## config.mk

```make
export PLATFORM = sky130hd
export DESIGN_NAME = rtc_time_keeper
export DESIGN_NICKNAME = d
export VERILOG_FILES = /design/src/rtl/rtc_time_keeper.sv
export SDC_FILE = /design/constraint.sdc
export NUM_CORES = 1
export LEC_CHECK = 0
export ABC_AREA = 1
export CELL_PAD_IN_SITES_DETAIL_PLACEMENT = 2
export CELL_PAD_IN_SITES_GLOBAL_PLACEMENT = 2
export CORE_ASPECT_RATIO = 1.75
export CORE_MARGIN = 2
export CORE_UTILIZATION = 32
export DETAILED_ROUTE_END_ITERATION = 16
export DONT_BUFFER_PORTS = 1
export GPL_ROUTABILITY_DRIVEN = 1
export PLACE_DENSITY = 0.81
export SETUP_SLACK_MARGIN = 0.2
export SYNTH_ARGS = -nofsm -noshare
export SYNTH_HDL_FRONTEND = slang
export SYNTH_SLANG_ARGS = --single-unit
```

## constraint.sdc

```tcl
create_clock -name clk -period 2.3 [get_ports clk]
set_clock_uncertainty 0.2 [all_clocks]
set_input_delay 0 -clock clk [delete_from_list [all_inputs] [get_ports clk]]
set_output_delay 0 -clock clk [all_outputs]
set_load 0.01 [all_outputs]
```

## src/rtl/rtc_time_keeper.sv

```systemverilog
// hh:mm:ss real-time clock with a seconds prescaler, a BCD carry cascade and a periodic report strobe.
// Optional load range checking is enabled by defining RTC_LOAD_CHECK_EN.
module rtc_time_keeper #(
  parameter int clk_frec      = 50000000,
  parameter int report_period = 10
) (
  input  logic            clk,
  input  logic            arst,
  input  logic [5:0][7:0] time_reg,
  input  logic            new_time,
  output logic [5:0][7:0] cur_time,
  output logic            time_valid,
  output logic            sec_tick,
  output logic            send_h_t,
  output logic            load_err
);

  localparam int PW = (clk_frec > 1) ? $clog2(clk_frec) : 1;
  localparam int RW = $clog2(report_period + 1);
  localparam logic [PW-1:0] PRESC_TC  = PW'(clk_frec - 1);
  localparam logic [RW-1:0] REPORT_TC = RW'(report_period - 1);

  typedef enum logic {UNSYNCED, SYNCED} state_t;

  state_t          state;
  state_t          state_nxt;
  logic [PW-1:0]   presc;
  logic [RW-1:0]   report_cnt;
  logic            tc;
  logic            accept;
  logic            c0, c1, c2, c3;
  logic            hours_bad;
  logic [5:0][7:0] inc_time;

  assign tc         = (presc == PRESC_TC);
  assign time_valid = (state == SYNCED);

`ifdef RTC_LOAD_CHECK_EN
  function automatic logic time_ok(input logic [5:0][7:0] t);
    logic ok;
    ok = 1'b1;
    for (int i = 0; i < 6; i++)
      if (t[i] > 8'd9) ok = 1'b0;
    if (t[5] > 8'd2 || t[3] > 8'd5 || t[1] > 8'd5) ok = 1'b0;
    if (t[5] == 8'd2 && t[4] > 8'd3) ok = 1'b0;
    return ok;
  endfunction

  logic load_ok;
  assign load_ok = time_ok(time_reg);
  assign accept  = new_time && load_ok;

  always_ff @(posedge clk or posedge arst) begin
    if (arst) load_err <= 1'b0;
    else      load_err <= new_time && !load_ok;
  end
`else
  assign accept   = new_time;
  assign load_err = 1'b0;
`endif

  always_ff @(posedge clk or posedge arst) begin
    if (arst) state <= UNSYNCED;
    else      state <= state_nxt;
  end

  always_comb begin
    state_nxt = state;
    unique case (state)
      UNSYNCED: if (accept) state_nxt = SYNCED;
      SYNCED:   state_nxt = SYNCED;
      default:  state_nxt = UNSYNCED;
    endcase
  end

  // Out-of-range hours are forced to 00 on any tick so a bad load heals.
  always_comb begin
    inc_time  = cur_time;
    hours_bad = (cur_time[5] > 8'd2) || (cur_time[4] > 8'd9) ||
                (cur_time[5] == 8'd2 && cur_time[4] > 8'd3);
    c0 = cur_time[0] >= 8'd9;
    c1 = c0 && (cur_time[1] >= 8'd5);
    c2 = c1 && (cur_time[2] >= 8'd9);
    c3 = c2 && (cur_time[3] >= 8'd5);
    inc_time[0] = c0 ? 8'd0 : cur_time[0] + 8'd1;
    if (c0) inc_time[1] = c1 ? 8'd0 : cur_time[1] + 8'd1;
    if (c1) inc_time[2] = c2 ? 8'd0 : cur_time[2] + 8'd1;
    if (c2) inc_time[3] = c3 ? 8'd0 : cur_time[3] + 8'd1;
    if (c3) begin
      if (cur_time[5] >= 8'd2 && cur_time[4] >= 8'd3) begin
        inc_time[5] = 8'd0;
        inc_time[4] = 8'd0;
      end else if (cur_time[4] >= 8'd9) begin
        inc_time[4] = 8'd0;
        inc_time[5] = cur_time[5] + 8'd1;
      end else begin
        inc_time[4] = cur_time[4] + 8'd1;
      end
    end
    if (hours_bad) begin
      inc_time[5] = 8'd0;
      inc_time[4] = 8'd0;
    end
  end

  always_ff @(posedge clk or posedge arst) begin
    if (arst) begin
      cur_time   <= '0;
      presc      <= '0;
      report_cnt <= '0;
      sec_tick   <= 1'b0;
      send_h_t   <= 1'b0;
    end else begin
      sec_tick <= 1'b0;
      send_h_t <= 1'b0;
      if (accept) begin
        cur_time   <= time_reg;
        presc      <= '0;
        report_cnt <= '0;
      end else begin
        presc <= tc ? '0 : presc + 1'b1;
        if (tc) begin
          cur_time <= inc_time;
          sec_tick <= 1'b1;
          if (state == SYNCED) begin
            if (report_cnt == REPORT_TC) begin
              report_cnt <= '0;
              send_h_t   <= 1'b1;
            end else begin
              report_cnt <= report_cnt + 1'b1;
            end
          end
        end
      end
    end
  end

endmodule

```

* After elaboration in Yosys (flattened, before gate mapping)
Index checks and enable logic that the tools add are counted.
Word-level totals: flip-flop bits (word level) 81, output and inout port bits 52, word-level logic and storage cells 81
Cells by class: $add $sub $neg 8, order comparisons 10, equal/unequal tests 3, multiplexer cells 28, bitwise gates (word level) 1, reduce and logical (&&, ||, !) cells 20
Operators by type and width (number):
- $mux W48 | 2
- $mux W8 | 9
- $mux W26 | 2
- $add A8 B1 Y8 const B | 6
- $mux W16 | 3
- $add A26 B1 Y26 const B | 1
- $eq A26 B26 Y1 const B | 1
- $ge A8 B4 Y1 const B | 3
- $ge A8 B2 Y1 const B | 2
- $ge A8 B3 Y1 const B | 2
- $gt A8 B2 Y1 const B | 2
- $mux W4 | 4
- $reduce_and A2 Y1 | 5
- $reduce_bool A2 Y1 | 5
- $eq A8 B2 Y1 const B | 1
- $gt A8 B4 Y1 const B | 1
- $mux W1 | 7
- $logic_and A1 B1 Y1 | 5
- $add A4 B1 Y4 const B | 1
- $eq A4 B4 Y1 const B | 1
- $reduce_bool A4 Y1 | 1
- $reduce_and A3 Y1 | 1
- $reduce_bool A3 Y1 | 1
- $logic_or A1 B1 Y1 | 2
- 2 further kinds | 2

* Longest topological paths before layout
Gate-level depths: netlist of the first run.
depth in word-level cells 8, gate-level depth with buffers 12, gate-level depth less buffers 12

* Least setup slack after synthesis of the first run
No wires, ideal clock.
path kind register to register, start register cur_time[16] (netlist name), end register cur_time[41] (netlist name), library setup time 119 ps, data arrival time 1544 ps, required time 1981 ps, slack 437 ps, stages on the path, launching flop included 11, buffers on the path 0, period minus slack after synthesis 1863 ps, path through dfrtp_1 -> inv_1 -> ha_1 -> nand2_1 -> nand2_1 -> nand2_1 -> nand4_2 -> nand2_2 -> nand3_2 -> nand2_1 -> nand2_1
Between the ends: longest elaborated chain between the ends 5
RTL lines:
- from (decl) | line 11 | output logic [5:0][7:0] cur_time,
- from (signal assigned) | line 117 | cur_time <= time_reg;
- from (signal assigned) | line 123 | cur_time <= inc_time;
- $ge A8 B4 Y1 | line 83 | c2 = c1 && (cur_time[2] >= 8'd9);
- $logic_and A1 B1 Y1 | line 83
- $logic_and A1 B1 Y1 | line 84 | c3 = c2 && (cur_time[3] >= 8'd5);
- $reduce_bool A3 Y1 (no source line)
- $reduce_and A3 Y1 (no source line)
Every way passes these cells. A chain may end at the register's enable or synchronous reset.

* Worst setup path in the final report of the first run
start register cur_time[16] (netlist name), end register cur_time[32] (netlist name)
Between the ends: longest elaborated chain between the ends 5
RTL lines (line):
- $ge A8 B4 Y1 | 83
- $logic_and A1 B1 Y1 | 83
- $logic_and A1 B1 Y1 | 84
- $reduce_bool A3 Y1 (no source line)
- $reduce_and A2 Y1 (no source line)
Every way passes these cells.

==> results.json, run 1 <==
{
  "cts-root-buf": "clkbuf_16",
  "tightest_slew_ns": 0.663,
  "violations": "setup timing",
  "drc_errors": 0,
  "ys.warnings.count": 0,
  "timing.fmax_mhz": 434,
  "ioPinCount": 103,
  "yosysSeqAreaShare": 0.433,
  "fillers": 1597,
  "die_w_um": 95.4,
  "min-delay-path-class": "input port to async pin",
  "worstPathArrival_ns": 2.39,
  "dr.pass1.iters": 5,
  "final.min_clock_period_ns": 2.30,
  "cap_violations": 0,
  "portBuffers": 0,
  "leakage_uw": 0.00311,
  "synth_top_flop_cell": "dfrtp_1",
  "cts_tree": "built",
  "grt_pass1_wl_um": 31800,
  "yosysTopAreaCellShare": 0.433,
  "peakVddDrop_uv": 655,
  "grt_overflow": 0,
  "critical_path_class": "flip-flop to flip-flop",
  "avgSynthCellArea_um2": 7.50,
  "mostFrequentLayoutCells": "196 x nand2_1, 66 x dfrtp_1, 59 x nor2_1",
  "rsz0062_at_grt": "true",
  "post-route-util": 0.451,
  "crit_path_max_fanout": 8,
  "place_congestion": 0.861,
  "antenna_left": 0,
  "dieArea_um2": 15600,
  "cts_max_level": 3,
  "slew_headroom": 0.557,
  "layout_commonest_cell": "nand2_1",
  "grt_max_degree": 58,
  "synthCells": 624,
  "setup_viol": 1,
  "antenna_found_initial": 1,
  "drv_slew": 0,
  "first_global_vias": 5674,
  "place_inst": 805,
  "worst_skew_pair.late_latency_ns": 0.37,
  "initial_core_util": 0.325,
  "clockBufferDepth": 2,
  "status": "complete, but fails checks",
  "clkSinkCount": 81,
  "die_y_um": 164,
  "clkSlewWorstSetupHoldPaths_ns": 0.07,
  "wl_um": 24700,
  "vias": 5085,
  "async_flop_share": 1.00,
  "syn-num-nets": 695,
  "grt_use_total": 0.273,
  "nets": 791,
  "numCtsBuffers": 9,
  "reg2regPathDepth": 10,
  "hold_viol_final": 0,
  "dp_hpwl_um": 11800,
  "power.density_nw_per_um2": 701,
  "synth_area_leaders": "dfrtp_1 43%, nand2_1 17%, nor2_1 5.4%",
  "synth-edff-count": 0,
  "instances_no_fill": 906,
  "critPathCaptureType": "flip-flop",
  "ys_types": 37,
  "fp-row-count": 58,
  "ys_ff_latch": 81,
  "worstPathRequired_ns": 2.39,
  "core_um2": 14400,
  "setup_slack_ns": -0.00291,
  "drive_above_1_share": 0.228,
  "wl_per_cell_um": 27.3,
  "place_ws_ns": 0.0550,
  "via_per_inst": 5.61,
  "syn2layout_area_growth_pct": 38.4,
  "detail_route.iter0.violations": 272,
  "synth_top_area_cell": "dfrtp_1",
  "finalCritPeriodShare": 1.00,
  "worstSetupStartpointType": "flip-flop",
  "synthesis.area_um2": 4680
}
-- worst paths after layout --
kind / startpoint / end / slack (ns)
max: cur_time[16] / cur_time[32] / -0.003
min in group clk: time_reg[14] / cur_time[14] / 0.11
max in group asynchronous: arst / cur_time[32] / 1.06
min reg2reg: presc[15] / presc[15] / 0.34
min: arst / cur_time[19] / 0.008
max reg2reg: cur_time[16] / cur_time[32] / -0.003
-- kinds of logic after synthesis --
family | synth area share
fa+ha+maj | 0.0535
buf+inv | 0.0749
other cells | 0.000802
flops | 0.433
compound gates | 0.0591
xor+xnor | 0.0337
simple gates | 0.345
-- final cells by class --
| type | instances | area, um^2 | share of cell area |
|---|---|---|---|
| clock buffer | 9 | 225 | 0.0348 |
| multi-input combinational | 463 | 2650 | 0.409 |
| antenna | 1 | 2.50 | 0.000386 |
| timing repair buffer | 95 | 887 | 0.137 |
| inverter | 70 | 274 | 0.0423 |
| sequential | 81 | 2050 | 0.316 |
| tap | 180 | 225 | 0.0348 |
| clock inverter | 7 | 166 | 0.0257 |
-- registers in the layout, indices dropped and copies added, names as in the netlist --
register and flops:
presc 26, sec_tick 1, send_h_t 1, time_valid 1, report_cnt 4, cur_time 48
-- per-layer routing --
metal / track usage / share of wire / up-vias / wire, um
li1: - / - / 2158 / -
met1: 0.285 / 0.35 / 2621 / 8720
met2: 0.497 / 0.54 / 210 / 13300
met3: 0.0583 / 0.051 / 96 / 1270
met4: 0.144 / 0.060 / 0 / 1490
met5: 0 / 0 / - / 0
-- where the power goes --
part	internal (uW)	switching, uW
Clock	1280	695
Combinational	299	520
Sequential	1530	213
-- what timing repair did --
item                                    in CTS  in global routing
endpoints found under the setup margin      61                 61
pin swaps                                    5                 26
hold buffers                                51                  0
setup buffers                                4                 25
gates resized for setup                     20                 86
gates cloned                                 2                  2
endpoints found under the hold margin      127                  0
-- cells in the mapped netlist, types with 6 or more instances --
cell type	count
xor2_1	15
a22oi_1	7
nand2_2	7
dfrtp_1	81
nor3_1	10
nand2_1	218
inv_1	63
o21ai_0	17
ha_1	20
nand3_1	40
nand4_1	11
o21ai_1	8
clkbuf_1	6
nor2_1	67
inv_2	7
a21oi_1	8
-- critical path, cell delays in order (launching register included) --
cell and delay [ns]:
dfrtp_2 0.47, ha_1 0.24, nor2_1 0.25, nand2_1 0.20
nand2_2 0.12, nand2_4 0.07, nand4_4 0.18, nand2_8 0.09
nand2_4 0.14, nand2_1 0.12, nand2_1 0.13
-- metrics by stage --
stage	area, um^2	hold slack [ns]	TNS [ns]	power [uW]
2_1_floorplan	4680	-0.0834	0	2040
3_5_place_dp	4960	-0.205	0	2220
4_1_cts	6000	0.0386	0	4270
3_3_place_gp	4960	-0.224	0	2170
6_report	6470	0.00812	-0.00291	4540
5_1_grt	6470	0.0614	-0.284	4670
No activity file was read; power rests on OpenSTA's default activity.
==> run 2, diff against run 1 <==
--- a/config.mk
+++ b/config.mk
@@ -9,12 +9,13 @@
 export CELL_PAD_IN_SITES_DETAIL_PLACEMENT = 2
 export CELL_PAD_IN_SITES_GLOBAL_PLACEMENT = 2
 export CORE_ASPECT_RATIO = 1.75
-export CORE_MARGIN = 2
+export CORE_MARGIN = 3
 export CORE_UTILIZATION = 32
 export DETAILED_ROUTE_END_ITERATION = 16
 export DONT_BUFFER_PORTS = 1
 export GPL_ROUTABILITY_DRIVEN = 1
 export PLACE_DENSITY = 0.81
+export RECOVER_POWER = 50
 export SETUP_SLACK_MARGIN = 0.2
 export SYNTH_ARGS = -nofsm -noshare
 export SYNTH_HDL_FRONTEND = slang
==> run 2 against run 1 <==
The flow finishes with violations (capacitance limit, slew limit, setup timing). Critical path depth fell by 2. Global-route usage shrank 4.2 points. Die area rose by 3.3%. Count of clock-buffer cells in the layout is 1 higher. Cell area decreased by 3.4%. Combinational power fell by 7.6%. Wire length fell by 7.7%. Setup slack got worse by 0.028 ns. Register-to-register slack lost 0.03 ns. Critical path type unchanged. Largest cell class unchanged.
==> results.json, run 2 (same netlist as run 1, synthesis figures left out) <==
{
  "reg_top3": "cur_time (48), presc (26), report_cnt (4)",
  "worstSetupStartpointType": "flip-flop",
  "finalCritPeriodShare": 1.01,
  "multiInputGateArea_um2": 2630,
  "crit_path_max_fanout": 4,
  "setup_viol": 1,
  "finalSetupTns_ns": -0.0305,
  "fp-row-count": 57,
  "antenna_left": 0,
  "initial_core_util": 0.331,
  "dieArea_um2": 16200,
  "power.density_nw_per_um2": 639,
  "first_global_vias": 5431,
  "portBuffers": 0,
  "numCtsBuffers": 9,
  "status": "complete, but fails checks",
  "grt_pass1_wl_um": 29600,
  "die_w_um": 97.4,
  "detail_route.iter0.violations": 241,
  "vias": 4838,
  "violations": "capacitance limit, slew limit, setup timing",
  "syn2layout_area_growth_pct": 33.7,
  "reg2regPathDepth": 8,
  "core_um2": 14100,
  "diodes": 0,
  "peakVddDrop_uv": 666,
  "worstPathArrival_ns": 2.39,
  "clkSinkCount": 81,
  "hold_depth": 3,
  "cp_slowest_cell": "dfrtp_1",
  "placed_area_um2": 4900,
  "clockBufferDepth": 2,
  "power_switching_uw": 1350,
  "hold_viol_final": 0,
  "drc_errors": 0,
  "stdcell_area_um2": 6250,
  "sequentialPowerShare": 0.435,
  "layout_commonest_cell": "nand2_1",
  "grt_overflow": 0,
  "die_y_um": 166,
  "ioPinCount": 103,
  "drv_slew": 32,
  "rsz0062_at_grt": "true",
  "tightest_slew_ns": 1.63,
  "largest_reg_flops": 48,
  "critical_path_class": "flip-flop to flip-flop",
  "antenna_found_initial": 0,
  "clkSlewWorstSetupHoldPaths_ns": 0.07,
  "place_congestion": 0.866,
  "grt_max_degree": 58,
  "r2r_slack_ns": -0.03,
  "nets": 780,
  "regArea_um2": 2040,
  "setup_slack_ns": -0.0305,
  "hold_slack_ns": 0.114,
  "via_per_inst": 5.44,
  "worst_skew_pair.late_latency_ns": 0.36,
  "worstPathRequired_ns": 2.36,
  "combinationalPowerShare": 0.189,
  "critPathCaptureType": "flip-flop",
  "p_sw_frac": 0.336,
  "mostFrequentLayoutCells": "190 x nand2_1, 72 x dfrtp_1, 62 x nor2_1",
  "top_register": "cur_time",
  "slowest_delay_ns": 0.54,
  "cap_violations": 1,
  "clockPowerShare": 0.375,
  "dp_hpwl_um": 11900,
  "wl_per_cell_um": 25.7,
  "final.min_clock_period_ns": 2.33,
  "cts-root-buf": "clkbuf_16",
  "min-delay-path-class": "input port to flip-flop",
  "crit_top_cell": "nand2_1",
  "fillers": 1600,
  "drive_above_1_share": 0.208,
  "wl_um": 22800,
  "slew_headroom": -0.0942,
  "cts_max_level": 3,
  "grt_use_total": 0.231,
  "cts_tree": "built",
  "timing.fmax_mhz": 429,
  "dr.pass1.iters": 4,
  "cp_cell_sequence": "inv_1 -> nor3_1 -> nand2_1 -> nor3b_1 -> nand2_1 -> nand2_1 -> nand3_1 -> nor2_1",
  "leakage_uw": 0.00299,
  "intPower_uw": 2650
}
run 2: cell count changes in the layout (fill, tap and decap cells not counted), moves of 3 or more:
cell | before | now
nand2_4 | 14 | 9
bufinv_16 | 5 | 1
dfrtp_2 | 15 | 9
dfrtp_1 | 66 | 72
nor2_1 | 59 | 62
buf_4 | 41 | 32
nor2_4 | 8 | 5
nand2_1 | 196 | 190
nand2_2 | 17 | 26
run 2: final cells by class:
cell class,count,share of cell area
clock buffer,10,0.0366
clock inverter,5,0.00920
inverter,70,0.0442
multi-input combinational,462,0.420
sequential,81,0.326
tap,177,0.0354
timing repair buffer,85,0.128
run 2: power groups by stage:
| stage | Combinational, uW | Sequential [uW] | Clock, uW |
|---|---|---|---|
| 2_1_floorplan | 348 | 1690 | 0 |
| 4_1_cts | 596 | 1710 | 1470 |
| 3_5_place_dp | 485 | 1740 | 0 |
| 5_1_grt | 829 | 1750 | 1590 |
| 6_report | 758 | 1740 | 1500 |
| 3_3_place_gp | 435 | 1730 | 0 |
run 2: routing by layer:
layer | track usage | vias to the layer above | routed length, um
li1 | - | 2135 | -
met1 | 0.236 | 2483 | 8430
met2 | 0.434 | 145 | 12300
met3 | 0.0500 | 75 | 916
met4 | 0.113 | 0 | 1160
met5 | 0 | - | 0
run 2: repair_timing:
action,4_1_cts,5_1_grt
buffers inserted,2,22
hold endpoints to repair,132,0
hold buffers,52,0
resized for setup,16,86
endpoints found under the setup margin,64,66
pin swaps,4,25
gates cloned,2,1
run 2: worst paths after layout:
path,from,endpoint
worst max-delay path,presc[8],presc[20]
worst min register to register,presc[15],presc[15]
worst max register to register,presc[8],presc[20]
max in group asynchronous,arst,cur_time[8]
worst min-delay path,time_reg[15],cur_time[15]
min in group asynchronous,arst,presc[3]
run 2: stage by stage:
stage          instances  worst slack, ns  utilization  total power, uW
5_1_grt              890           -0.157        0.443             4170
2_1_floorplan        624            0.437            -             2040
3_5_place_dp         797           0.0751        0.347             2220
3_3_place_gp         797            0.223        0.347             2160
4_1_cts              868            0.168        0.412             3780
6_report             890          -0.0305        0.443             4000
run 2: worst max-delay path, delay by kind of cell, from the launching register on:
family / cells / cell delay, ns
and+or+nand+nor: 7 / 1.34
buffers and inverters: 1 / 0.16
DFF: 1 / 0.54
